`config.mk`:
```
export PLATFORM = sky130hd
export DESIGN_NAME = line_mem_arbiter
export DESIGN_NICKNAME = d
export VERILOG_FILES = /design/src/rtl/rv32i_types.sv /design/src/rtl/line_mem_arbiter_rr_select2.sv /design/src/rtl/line_mem_arbiter.sv
export SDC_FILE = /design/constraint.sdc
export NUM_CORES = 2
export LEC_CHECK = 0
export CAP_MARGIN = 20
export CORE_AREA = 2 2 571 573
export CTS_BUF_LIST = sky130_fd_sc_hd__clkbuf_4
export CTS_CLUSTER_DIAMETER = 50
export CTS_CLUSTER_SIZE = 12
export DETAILED_ROUTE_END_ITERATION = 8
export DIE_AREA = 0 0 573 575
export MAX_ROUTING_LAYER = met4
export PLACE_DENSITY = 0.39
export RECOVER_POWER = 50
export SYNTH_ARGS = -nofsm -noshare
export SYNTH_HDL_FRONTEND = slang
export SYNTH_HIERARCHICAL = 1
export SYNTH_SLANG_ARGS = --single-unit
```
`constraint.sdc`:
```
create_clock -name clk -period 6.6 [get_ports clk]
set_input_delay 1.98 -clock clk [delete_from_list [all_inputs] [get_ports clk]]
set_output_delay 1.98 -clock clk [all_outputs]
set_load 0.01 [all_outputs]
```
`src/rtl/rv32i_types.sv`:
```
// Shared types for the line memory arbiter: FSM states, client ids and the line data type.
package rv32i_types;

  localparam int LINE_BITS = 256;

  typedef logic [LINE_BITS-1:0] line_t;

  typedef enum logic [1:0] {
    IDLE,
    SERVE_I,
    SERVE_D
  } arb_state_t;

  typedef enum logic {
    CLIENT_I,
    CLIENT_D
  } arb_client_t;

endpackage

```
`src/rtl/line_mem_arbiter_rr_select2.sv`:
```
// Two-way round-robin pick: a lone requester wins, and on a tie the client
// that was not granted last wins.
module rr_select2
  import rv32i_types::*;
(
  input  logic        i_req,
  input  logic        d_req,
  input  arb_client_t rr_last,
  output logic        grant_valid,
  output arb_client_t grant_client
);

  always_comb begin
    grant_valid  = i_req | d_req;
    grant_client = CLIENT_I;
    if (i_req && d_req) begin
      grant_client = (rr_last == CLIENT_I) ? CLIENT_D : CLIENT_I;
    end else if (d_req) begin
      grant_client = CLIENT_D;
    end
  end

endmodule

```
`src/rtl/line_mem_arbiter.sv`:
```
// Shares one line-granular memory port between the I-cache and D-cache,
// granting whole line transactions round-robin and routing responses back.
module line_mem_arbiter
  import rv32i_types::*;
#(
  parameter int LINE_SIZE = LINE_BITS,
  parameter int CNT_W     = 32
) (
  input  logic                 clk,
  input  logic                 rst,
  input  logic [31:0]          i_pmem_address,
  input  logic                 i_pmem_read,
  output logic [LINE_SIZE-1:0] i_pmem_rdata,
  output logic                 i_pmem_resp,
  input  logic [31:0]          d_pmem_address,
  input  logic                 d_pmem_read,
  input  logic                 d_pmem_write,
  input  logic [LINE_SIZE-1:0] d_pmem_wdata,
  output logic [LINE_SIZE-1:0] d_pmem_rdata,
  output logic                 d_pmem_resp,
  output logic [31:0]          mem_address,
  output logic                 mem_read,
  output logic                 mem_write,
  output logic [LINE_SIZE-1:0] mem_wdata,
  input  logic [LINE_SIZE-1:0] mem_rdata,
  input  logic                 mem_resp,
  output logic [CNT_W-1:0]     i_grant_count,
  output logic [CNT_W-1:0]     d_grant_count
);

  arb_state_t           state_q, state_d;
  arb_client_t          rr_last_q;
  logic                 grant_valid;
  arb_client_t          grant_client;
  logic [31:0]          mem_address_q;
  logic                 mem_read_q, mem_write_q;
  logic [LINE_SIZE-1:0] mem_wdata_q;
  logic [LINE_SIZE-1:0] i_rdata_q, d_rdata_q;
  logic [CNT_W-1:0]     i_cnt_q, d_cnt_q;
  logic                 serve_i_done, serve_d_done, grant_now;

  rr_select2 u_rr_select2 (
    .i_req        (i_pmem_read),
    .d_req        (d_pmem_read | d_pmem_write),
    .rr_last      (rr_last_q),
    .grant_valid  (grant_valid),
    .grant_client (grant_client)
  );

  assign grant_now    = (state_q == IDLE) && grant_valid;
  assign serve_i_done = (state_q == SERVE_I) && mem_resp;
  assign serve_d_done = (state_q == SERVE_D) && mem_resp;

  always_ff @(posedge clk) begin
    if (rst) state_q <= IDLE;
    else     state_q <= state_d;
  end

  always_comb begin
    state_d = state_q;
    case (state_q)
      IDLE: begin
        if (grant_valid) state_d = (grant_client == CLIENT_D) ? SERVE_D : SERVE_I;
      end
      SERVE_I, SERVE_D: begin
        if (mem_resp) state_d = IDLE;
      end
      default: state_d = IDLE;
    endcase
  end

  // Read data is forwarded straight through in the response cycle and held afterwards.
  always_comb begin
    i_pmem_resp  = serve_i_done;
    d_pmem_resp  = serve_d_done;
    i_pmem_rdata = serve_i_done ? mem_rdata : i_rdata_q;
    d_pmem_rdata = serve_d_done ? mem_rdata : d_rdata_q;
  end

  always_ff @(posedge clk) begin
    if (rst) begin
      rr_last_q     <= CLIENT_I;
      mem_address_q <= '0;
      mem_read_q    <= 1'b0;
      mem_write_q   <= 1'b0;
      mem_wdata_q   <= '0;
      i_rdata_q     <= '0;
      d_rdata_q     <= '0;
      i_cnt_q       <= '0;
      d_cnt_q       <= '0;
    end else begin
      if (grant_now) begin
        rr_last_q <= grant_client;
        if (grant_client == CLIENT_D) begin
          // A simultaneous read+write from the D-cache is treated as a writeback.
          mem_address_q <= d_pmem_address;
          mem_write_q   <= d_pmem_write;
          mem_read_q    <= ~d_pmem_write;
          mem_wdata_q   <= d_pmem_wdata;
        end else begin
          mem_address_q <= i_pmem_address;
          mem_read_q    <= 1'b1;
          mem_write_q   <= 1'b0;
        end
      end
      if (serve_i_done || serve_d_done) begin
        mem_read_q  <= 1'b0;
        mem_write_q <= 1'b0;
      end
      if (serve_i_done) begin
        i_rdata_q <= mem_rdata;
        i_cnt_q   <= i_cnt_q + CNT_W'(1);
      end
      if (serve_d_done) begin
        d_rdata_q <= mem_rdata;
        d_cnt_q   <= d_cnt_q + CNT_W'(1);
      end
    end
  end

  assign mem_address   = mem_address_q;
  assign mem_read      = mem_read_q;
  assign mem_write     = mem_write_q;
  assign mem_wdata     = mem_wdata_q;
  assign i_grant_count = i_cnt_q;
  assign d_grant_count = d_cnt_q;

endmodule

```
; ---- After elaboration in Yosys (flattened, before gate mapping)
; Cells that the tools add are included.
[op_classes]
add_sub_neg = 2
eq_ne = 4
mux = 12
bitwise_logic = 3
reduce_logical = 10
[ops]
columns = operator, n
row1 = 256-bit 2-to-1 mux, 2
row2 = 32-bit by 1-bit adder with 32-bit output (second input constant), 2
row3 = 32-bit 2-to-1 mux, 1
row4 = 2-bit 2-to-1 mux, 3
row5 = 1-bit 2-to-1 mux, 5
row6 = 1-bit logical AND, 4
row7 = 2-bit != test (second input constant), 2
row8 = 2-bit case mux with 2 select lines, 1
row9 = 2-bit AND reduction, 2
row10 = 2-bit OR reduction, 2
row11 = 2-bit by 1-bit == test with 1-bit output (second input constant), 1
row12 = 2-bit == test (second input constant), 1
row13 = 2-bit zero test, 1
row14 = 1-bit bitwise OR, 2
row15 = 1-bit logical OR, 1
row16 = 1-bit inverter, 1
[totals]
regBits = 869
out_inout_bits = 868

; ---- Logic depth before layout (Yosys ltp)
[depth]
word_depth = 6
ltp_mapped = 9
ltp_nobuf = 7

; ---- Modules after synthesis
; Netlist, hierarchy kept.
[by_module_without_submodules]
columns = mod, instances, cells_per_inst, area_each_um2
row1 = line_mem_arbiter, 1, 4366, 32478.6
row2 = rr_select2, 1, 2, 13.8

; ---- Worst setup path before layout
; Ideal clock, no wire load.
[synth_timing]
path_type = input to output
from = in mem_resp
to = out i_pmem_rdata[178]
arrival_time_ns = 3.338
setup_slack_ns = 1.282
cell_stages = 8
path_cell_list = buf_2 -> nand2_1 -> inv_1 -> clkbuf_1 -> clkbuf_1 -> clkbuf_1 -> nand2_1 -> nand2_1
[synth_via]
elab_chain_len = 2
[synth_lines]
columns = item, line_no
row1 = from (decl), line_mem_arbiter.sv:26  ; input logic mem_resp,
row2 = 1-bit logical AND, line_mem_arbiter.sv:51  ; assign serve_i_done = (state_q == SERVE_I) && mem_resp;
row3 = 256-bit 2-to-1 mux, --
row4 = to (decl), line_mem_arbiter.sv:13  ; output logic [LINE_SIZE-1:0] i_pmem_rdata,
; Every way passes these cells.

; ---- Worst setup path in the final report
[layout_timing]
from = in mem_resp
to = out d_pmem_rdata[161]
[layout_via]
elab_chain_len = 2
[layout_lines]
columns = item, line_no
row1 = 1-bit logical AND, line_mem_arbiter.sv:52  ; assign serve_d_done = (state_q == SERVE_D) && mem_resp;
row2 = 256-bit 2-to-1 mux, --
row3 = to (decl), line_mem_arbiter.sv:19  ; output logic [LINE_SIZE-1:0] d_pmem_rdata,
; Every way passes these cells.

==> metrics.txt <==
fin area=0.0558 sq mm; Crit path arrival time=4.35 ns; number of global-route vias before repair=around 35000; final net count=6376; fmax=around 160 MHz; Worst Hold Class=register to register; PD cells=265 mW/mm^2; Slew Viols, Final=791; Ys Warns=6; Pre-Repair DR Iteration Count=5; clock skew=a little under 0.2 ns; DR WL/cell=around 27 microns; placer congestion estimate=about 0.98; failing checks=max-capacitance violations, max-slew violations; Seq/Total Area, Yosys=approximately 54%; status=complete, but fails checks; Antenna Violating Nets Remaining=0; Worst Tran Pin Value=3.22 ns; placed cells=9933; clock-pin slew on the worst setup and hold paths=about 0.06 ns; top cell type by total area after synthesis=dfxtp_1; RSZ-0062 raised after global routing=no; reg2reg start=state_q[0]$_SDFFE_PP0P_; H-tree depth=4; Post-DP HPWL=232 mm; Peak supply drop=around 170 uV; largest net degree at the start of global routing=158; drt via density=3.53; DR iter-0 viols=about 2100; I/O pin count=between 1000 and 1500; GRT Overall Usage=approximately 17%; Leak=~21 nW; Setup CP Type=primary input to output port; PortBufs=about 1400; relative max-transition margin=-115%; fraction of layout cells with a size suffix above 1=roughly 7.5%; grt ovf=0; Yosys cell types=39; Total Wirelength=280 mm; Max Buffers Root-to-Sink=4; cells after synthesis=approximately 4400; most common cell in the netlist=nand2_1; RR Endpoint=d_grant_count[24]$_SDFFE_PP0P_; Critical path destination=d_pmem_rdata[161]; post-layout min period=6.33 ns; endpoint class of the critical path=output port; CTS tree=done; Crit path required time=4.62 ns; worst setup path start=mem_resp; Die ar.=0.329 sq mm; Commonest cells post-synth=nand2_1 (2077), dfxtp_1 (869), a21oi_1 (811); Max-cap violations=11; Worst Path Max Fanout=25; post-CTS resize count=0; Std-Cell Rows=approximately 210; die height=~580 microns; initial antenna violation count=about 230; number of synthesized register bits=about 870; Worst Reg-to-Reg Cells=6; via count=36700; total power=approximately 15 mW; Post-CTS Hold Buffers=0; global-route wire length before repair=around 360 mm; Post-synth EDFFs=0; DRC viols=0; endpoints failing hold=0; Non-Filler Instances=10400; synthesized area=approximately 0.032 sq mm; placed inst area=roughly 0.053 sq mm; clk sinks=~870; Post-synth ARST share=0%; Clock Root Buffer=clkbuf_4; share of the synthesized area in the top cell type=between 50% and 60%; final setup violation count=0; Final period util=95.9%; Worst-Skew Late Latency=between 1 and 1.5 ns; die width=573 microns; FF-to-FF setup slack=slightly below 4 ns; Core Box Area=around 0.32 sq mm; Final TNS setup=0 ns; syn avg cell area=around 7.4 sq um; CTS buffer count=around 180; layout overhead on the synthesized area=71.7%; post-CTS setup buffers=0; most used flip-flop cell after synthesis=dfxtp_1; Initial Util=approximately a tenth; syn_nets=between 4000 and 5000; top post-synthesis cells by area=dfxtp_1 (54%), nand2_1 (24%), a21oi_1 (12%), clkbuf_1 (3.2%), mux2i_1 (0.99%); critical path launch point type=primary input
[state kept, by name (all words and copies together), names as in the netlist]
signal / count
state_q: 2
i_grant_count: 32
i_rdata_q: 256
d_grant_count: 32
mem_address: 32
rr_last_q: 1
mem_read: 1
mem_write: 1
d_rdata_q: 256
mem_wdata: 256
[logic make-up (layout without fill, tap and decap cells)]
kind of cell	count (synthesis)	in the layout	share of synthesized area, %
AO/OA/AOI/OAI	889	889	14.2
adder cells (fa/ha/maj)	5	5	0.193
AND/OR/NAND/NOR	2246	2246	27.0
XOR/XNOR	22	22	0.593
buffers and inverters	305	1872	3.55
flip-flops	869	869	53.5
other	0	144	0
multiplexers	32	32	0.986
[cell usage in the layout, fill, tap and decap left out, drive strengths merged, types with 5 or more instances in the layout]
cell           instances
o21ai                 17
ha                     5
diode                144
clkinv                66
or4                   28
inv                   31
bufinv                22
o31ai                 23
xnor2                 15
clkbuf               224
nand3                 11
a211oi                32
dfxtp                869
nor4                   7
or3                   19
nand2               2077
clkdlybuf4s50       1386
xor2                   7
nor2                  58
clkinvlp              18
nand4                 25
buf                  125
a21oi                811
mux2i                 32
nor3                   8
[worst min-delay path by stage]
stage                                     startpoint                    endpoint  cells after the start
final                     mem_wdata[77]$_SDFFE_PP0P_  mem_wdata[77]$_SDFFE_PP0P_                      2
after global routing       mem_wdata[4]$_SDFFE_PP0P_   mem_wdata[4]$_SDFFE_PP0P_                      2
after CTS                 mem_wdata[77]$_SDFFE_PP0P_  mem_wdata[77]$_SDFFE_PP0P_                      2
after detailed placement  mem_wdata[94]$_SDFFE_PP0P_  mem_wdata[94]$_SDFFE_PP0P_                      2
after global placement    mem_wdata[75]$_SDFFE_PP0P_  mem_wdata[75]$_SDFFE_PP0P_                      2
after floorplan              d_rdata_q[0]$_SDFF_PP0_     d_rdata_q[0]$_SDFF_PP0_                      2
[layer usage]
layer | share of wire (%) | vias to the layer above | global-route usage, % | wire length (microns)
li1 | - | 17400 | - | -
met1 | 37 | 17300 | 17.5 | 103000
met2 | 48 | 1637 | 28.2 | 135000
met3 | 12 | 379 | 8.14 | 33400
met4 | 3.0 | 0 | 4.17 | 8400
met5 | 0 | - | - | 0
[cell type report]
class	instances	area, sq um
fill	36800	267000
inverter	14	67.6
timing repair buffer	1531	15800
clock buffer	204	1530
tap	4325	5410
sequential	869	17400
clock inverter	123	1290
antenna	144	360
multi-input combinational	3194	14000
[per-stage QoR]
step | hold WS, ns | setup slack (ns) | util [%]
finish | 0.454 | 0.269 | 17.3
global route | 0.472 | 0.112 | 17.3
CTS | 0.458 | 0.202 | 17.2
detailed placement | 0.446 | 0.213 | 16.3
global placement | 0.441 | 0.227 | 16.3
floorplan | 0.444 | 1.28 | -
[where the power goes]
group	switching (mW)	internal [mW]
Combinational	2.26	1.50
Clock	2.77	2.46
Sequential	0.180	5.60
Total	5.21	9.57
[worst max-delay path, stage by stage]
cell             delay, ns
clkdlybuf4s50_1       0.60
nand2_4               0.14
inv_8                 0.30
buf_4                 0.36
nand2_1               0.11
nand2_1               0.19
clkdlybuf4s50_1       0.59
No activity file was read; power rests on OpenSTA's default activity.
